==> src/rtl/cim_pkg.sv <==
// rtl/cim_pkg.sv - shared types and constants for the CIM column input-activation sequencer
package cim_pkg;

    typedef enum logic [1:0] {
        IDLE,
        STREAM,
        DRAIN,
        DONE
    } cim_seq_state_t;

    // Column registers ia and the tree sum before accum consumes shift.
    localparam int COL_PIPE_DEPTH = 2;
    localparam int DRAIN_CYCLES   = 3;

    function automatic int sum_width(input int wordlen, input int log2_nrows, input int log2_wordlen);
        return wordlen + log2_nrows + log2_wordlen;
    endfunction

endpackage

==> src/rtl/cim_shift_align.sv <==
// rtl/cim_shift_align.sv - N-deep {valid, shift} delay line; output shift forced to 0 when invalid
module cim_shift_align #(
    parameter int N = 2,
    parameter int W = 8
) (
    input  logic         clock,
    input  logic         resetn,
    input  logic         valid_i,
    input  logic [W-1:0] shift_i,
    output logic [W-1:0] shift_o
);

    logic [N-1:0]        valid_q;
    logic [N-1:0][W-1:0] shift_q;

    always_ff @(posedge clock or negedge resetn) begin
        if (!resetn) begin
            valid_q <= '0;
            shift_q <= '0;
        end else begin
            valid_q[0] <= valid_i;
            shift_q[0] <= shift_i;
            for (int j = 1; j < N; j++) begin
                valid_q[j] <= valid_q[j-1];
                shift_q[j] <= shift_q[j-1];
            end
        end
    end

    assign shift_o = valid_q[N-1] ? shift_q[N-1] : '0;

endmodule

==> src/rtl/cim_ia_sequencer.sv <==
// rtl/cim_ia_sequencer.sv - bit-serial activation driver for one CIM column with baseline-differenced result
module cim_ia_sequencer
    import cim_pkg::*;
#(
    parameter int WORDLEN      = 8,
    parameter int LOG2_WORDLEN = 3,
    parameter int NROWS        = 64,
    parameter int LOG2_NROWS   = 6,
    parameter int IA_BITS      = 8,
    parameter int SUMW         = sum_width(WORDLEN, LOG2_NROWS, LOG2_WORDLEN)
) (
    input  logic                            clock,
    input  logic                            resetn,
    input  logic                            in_valid,
    output logic                            in_ready,
    input  logic [NROWS-1:0][IA_BITS-1:0]   in_act,
    output logic [NROWS-1:0]                col_ia,
    output logic [WORDLEN-1:0]              col_shift,
    input  logic signed [SUMW-1:0]          col_sum,
    output logic                            out_valid,
    input  logic                            out_ready,
    output logic signed [SUMW-1:0]          out_result,
    output logic                            busy
);

    // One spare bit so the counter also covers the drain count when WORDLEN is tiny.
    localparam int             CW         = LOG2_WORDLEN + 1;
    localparam logic [CW-1:0]  LAST_BIT   = CW'(IA_BITS - 1);
    localparam logic [CW-1:0]  LAST_DRAIN = CW'(DRAIN_CYCLES - 1);

    cim_seq_state_t                state_q, state_d;
    logic [NROWS-1:0][IA_BITS-1:0] act_q, act_d;
    logic signed [SUMW-1:0]        base_q, base_d;
    logic signed [SUMW-1:0]        result_q, result_d;
    logic [CW-1:0]                 cnt_q, cnt_d;
    logic                          streaming;
    logic [WORDLEN-1:0]            shift_in;
    logic [IA_BITS-1:0]            row_bits;

    assign streaming = (state_q == STREAM);

    always_ff @(posedge clock or negedge resetn) begin
        if (!resetn) begin
            state_q <= IDLE;
        end else begin
            state_q <= state_d;
        end
    end

    always_comb begin
        state_d = state_q;
        case (state_q)
            IDLE:    if (in_valid)              state_d = STREAM;
            STREAM:  if (cnt_q == LAST_BIT)     state_d = DRAIN;
            DRAIN:   if (cnt_q == LAST_DRAIN)   state_d = DONE;
            DONE:    if (out_ready)             state_d = IDLE;
            default:                            state_d = IDLE;
        endcase
    end

    always_comb begin
        in_ready  = (state_q == IDLE);
        busy      = (state_q != IDLE);
        out_valid = (state_q == DONE);
        col_ia    = '0;
        row_bits  = '0;
        if (streaming) begin
            for (int i = 0; i < NROWS; i++) begin
                row_bits  = act_q[i] >> cnt_q;
                col_ia[i] = row_bits[0];
            end
        end
    end

    // Baseline is sampled at accept; the column is quiescent then, so end-minus-base is exact mod 2^SUMW.
    always_comb begin
        act_d    = act_q;
        base_d   = base_q;
        cnt_d    = cnt_q;
        result_d = result_q;
        case (state_q)
            IDLE: begin
                if (in_valid) begin
                    act_d  = in_act;
                    base_d = col_sum;
                    cnt_d  = '0;
                end
            end
            STREAM: begin
                cnt_d = (cnt_q == LAST_BIT) ? '0 : cnt_q + CW'(1);
            end
            DRAIN: begin
                if (cnt_q == LAST_DRAIN) begin
                    result_d = col_sum - base_q;
                    cnt_d    = '0;
                end else begin
                    cnt_d = cnt_q + CW'(1);
                end
            end
            default: ;
        endcase
    end

    always_ff @(posedge clock or negedge resetn) begin
        if (!resetn) begin
            act_q    <= '0;
            base_q   <= '0;
            cnt_q    <= '0;
            result_q <= '0;
        end else begin
            act_q    <= act_d;
            base_q   <= base_d;
            cnt_q    <= cnt_d;
            result_q <= result_d;
        end
    end

    assign out_result = result_q;
    assign shift_in   = streaming ? WORDLEN'(cnt_q) : '0;

    cim_shift_align #(
        .N (COL_PIPE_DEPTH),
        .W (WORDLEN)
    ) u_shift_align (
        .clock   (clock),
        .resetn  (resetn),
        .valid_i (streaming),
        .shift_i (shift_in),
        .shift_o (col_shift)
    );

endmodule

==> config.mk <==
export PLATFORM = sky130hd
export DESIGN_NAME = cim_ia_sequencer
export DESIGN_NICKNAME = d
export VERILOG_FILES = /design/src/rtl/cim_pkg.sv /design/src/rtl/cim_shift_align.sv /design/src/rtl/cim_ia_sequencer.sv
export SDC_FILE = /design/constraint.sdc
export NUM_CORES = 1
export LEC_CHECK = 0
export ABC_CLOCK_PERIOD_IN_PS = 2700
export CAP_MARGIN = 20
export CORE_UTILIZATION = 30
export DETAILED_ROUTE_END_ITERATION = 8
export GPL_TIMING_DRIVEN = 0
export PLACE_DENSITY = 0.64
export SYNTH_ARGS = -nofsm -noshare
export SYNTH_HDL_FRONTEND = slang
export SYNTH_HIERARCHICAL = 1
export SYNTH_SLANG_ARGS = --single-unit
==> constraint.sdc <==
create_clock -name clock -period 2.7 [get_ports clock]
set_input_delay 0.405 -clock clock [delete_from_list [all_inputs] [get_ports clock]]
set_output_delay 0.405 -clock clock [all_outputs]
set_load 0.01 [all_outputs]
==> impl_metrics.py <==
metrics = {
    "outcome": {
        "status": "finished, violations left",
        "violations": "setup timing",
    },
    "synth": {
        "synth_simple_gate_area_share": 0.0243,
        "async_reset_ff_frac": 1.00,
        "ys_ff_latch": 570,
        "synth_cells": 1684,
        "synth-compound-area-share": 0.0174,
        "synth_edf_count": 0,
        "ys_warn_count": 6,
        "synthMuxAreaShare": 0.365,
        "synthAdderAreaFrac": 0.0123,
        "netlist_area_mm2": 0.0259,
        "ys_top_cells_by_area": "dfrtp_1 55%, mux2_2 23%, mux4_2 11%, mux2i_1 2.5%, buf_2 1.4%",
        "synth.distinct_cells": 46,
        "synth-main-ff-cell": "dfrtp_1",
        "ys_seq_area_frac": 0.550,
        "yosysMostFrequentCell": "dfrtp_1",
        "synth.avg_cell_area_um2": 15.4,
        "synth_xor_area_frac": 0.00506,
        "synth_top_family_by_area": "multiplexers",
        "synth_top_area_frac": 0.550,
        "ys_top_cells_by_count": "570 x dfrtp_1, 527 x mux2_2, 128 x mux4_2, 75 x nor2_1, 72 x buf_2",
        "synth_area_leader_cell": "dfrtp_1",
    },
    "placed_design": {
        "dp.cells": 3461,
        "place.gp.congestion": 0.877,
        "io_buffers": 624,
        "hpwl_um": 63000,
        "post-place-ws_ns": -1.02,
    },
    "pwr": {
        "seq_power_share": 0.361,
        "clkPwrFrac": 0.233,
        "p_comb_frac": 0.406,
        "powerDensity_mw_per_mm2": 1110,
        "switching_power_uw": 13000,
        "swShare": 0.315,
        "ir_drop_mv": 0.504,
        "intPower_uw": 28400,
        "leakage_uw": 0.0153,
    },
    "route": {
        "wl_um": 85500,
        "antenna_left": 0,
        "drtIter0Drc": 702,
        "drc": 0,
        "first_pass_iters": 5,
        "vias_per_cell": 4.76,
        "routedWlPerCell_um": 23.3,
        "num_vias": 17500,
    },
    "floorplan": {
        "die_h_um": 296,
        "start_util": 0.304,
        "core_area_mm2": 0.0854,
        "fp.dieW_um": 296,
        "fp-row-count": 107,
        "io-pin-count": 625,
        "dieArea_mm2": 0.0876,
    },
    "timing": {
        "period_needed_ns": 2.96,
        "finalSetupViolCount": 64,
        "final_max_slew_viol_count": 0,
        "setup_slack_ns": -0.261,
        "hold_viol_final": 0,
        "fin_crit_sh": 1.10,
        "clock_skew_ns": 0.0189,
        "slew_headroom": 0.329,
        "fmax_ghz": 0.338,
        "worst_pin_slew_ns": 1.01,
        "rsz0062_at_grt": "yes",
    },
    "clocking": {
        "clock_path_buffers": 3,
        "cts_tree": "yes",
        "cts_buffers": 71,
        "cts.sinks": 570,
        "root_buffer": "clkbuf_16",
        "htreeDepth": 3,
        "clk_pin_slew_ns": 0.05,
        "clk_latency_ns": 0.60,
    },
    "finish": {
        "multi_input_comb_area_mm2": 0.0111,
        "register_area_mm2": 0.0143,
        "instances_no_fill": 3673,
        "nets": 3008,
        "fillCellCount": 7858,
        "utilization": 0.435,
        "syn2layout_area_growth_pct": 43.3,
        "layout-drive-gt1-share": 0.407,
    },
    "grt": {
        "grt_pass1_vias": 19700,
        "grt_overflow": 0,
        "grt_antenna_before_repair": 25,
        "grt_first_pass_wirelength_um": 125000,
        "grt.total_usage": 0.194,
        "grt_max_degree": 117,
    },
    "critical_path": {
        "worstSetupEndpointType": "primary output",
        "startpoint_type": "flip-flop",
        "worstPathRequired_ns": 2.30,
        "regToRegSetupSlack_ns": 0.13,
        "critical_path_class": "flip-flop to primary output",
        "crit_fanout": 5,
        "arrival_ns": 2.56,
    },
    "run": {
        "maxCapViolCount": 0,
    },
    "worst_hold_path": {
        "hold_class": "flip-flop to flip-flop",
    },
}
worst max-delay path, stage by stage, from the launching register on:
cell and delay [ns]:
dfrtp_1 0.37, buf_6 0.16, buf_4 0.13, buf_12 0.11, buf_12 0.12, buf_16 0.15, mux4_2 0.53, mux2i_4 0.18
nor2_2 0.05, buf_2 0.14
layer usage:
layer  share of wire  vias up  GRT usage
met5         0.00097        -          0
met4           0.031       12     0.0808
met3           0.059      162     0.0484
met2            0.52      499      0.340
met1            0.38     9072      0.224
li1                -     7730          -
timing repair:
action	CTS	global route
setup endpoints to repair	588	82
buffers inserted	46	15
hold buffers	1	0
hold endpoints to repair	67	0
pin swaps	11	21
resized for setup	395	27
cloned	9	0
worst paths after layout:
| check | to | depth (start not counted) | from |
|---|---|---|---|
| min in group asynchronous | act_q[486] | 2 | resetn |
| max in group asynchronous | act_q[288] | 5 | resetn |
| max reg2reg | act_q[383] | 5 | state_q[0] |
| max | col_ia[6] | 9 | cnt_q[0] |
| min | u_shift_align/valid_q[1] | 0 | u_shift_align/valid_q[0] |
| min reg2reg | u_shift_align/valid_q[1] | 0 | u_shift_align/valid_q[0] |
power groups by stage:
stage	registers (µW)	logic, µW	clock network (µW)
2_1_floorplan	14200	11000	0
4_1_cts	15000	17000	9940
6_report	15000	16800	9630
3_5_place_dp	15100	16100	0
3_3_place_gp	14900	15700	0
5_1_grt	15500	18200	10300
stage by stage:
stage	hold slack [ns]	setup TNS, ns	instance area (µm²)	total power (µW)
6_report	0.347	-11.31	37200	41400
5_1_grt	0.357	-18.52	37200	43900
4_1_cts	0.342	-16.93	37100	41900
3_5_place_dp	0.336	-222.82	33800	31200
3_3_place_gp	0.335	-	33600	30600
2_1_floorplan	0.109	0	26000	25300
cells in the final DEF (no fill, tap or decap), types with 9 or more instances in the layout:
cell type / instances
a21oi_1: 18
and2_1: 11
buf_12: 20
buf_16: 15
buf_2: 111
buf_4: 32
buf_6: 29
clkbuf_1: 22
clkbuf_16: 72
clkbuf_2: 9
clkbuf_8: 14
clkdlybuf4s50_1: 559
clkinv_2: 10
dfrtp_1: 568
diode_2: 23
ha_1: 23
inv_1: 23
mux2_2: 527
mux2i_1: 58
mux4_2: 128
nand2_1: 37
nor2_1: 73
o21ai_0: 12
o21ai_1: 23
xnor2_1: 9
cell families after synthesis:
kind of cell | count (synthesis)
buffers and inverters | 133
adder cells (fa/ha/maj) | 25
multiplexers | 720
AND/OR/NAND/NOR | 146
XOR/XNOR | 15
AO/OA/AOI/OAI | 74
flip-flops | 570
other | 1
sequential cells by signal (all words and copies together) (netlist names):
name	count
state_q	2
u_shift_align/shift_q	16
out_result	17
base_q	17
act_q	512
cnt_q	4
u_shift_align/valid_q	2
area by class of cell:
class / instances / area share
Inverter: 24 / 0.00242
Tap cell: 1144 / 0.0385
Buffer: 105 / 0.0218
Multi-Input combinational cell: 984 / 0.299
Antenna cell: 23 / 0.00155
Clock buffer: 99 / 0.0544
Clock inverter: 30 / 0.0104
Timing Repair Buffer: 694 / 0.188
Sequential cell: 570 / 0.384
Power figures use the tool's default switching activity.
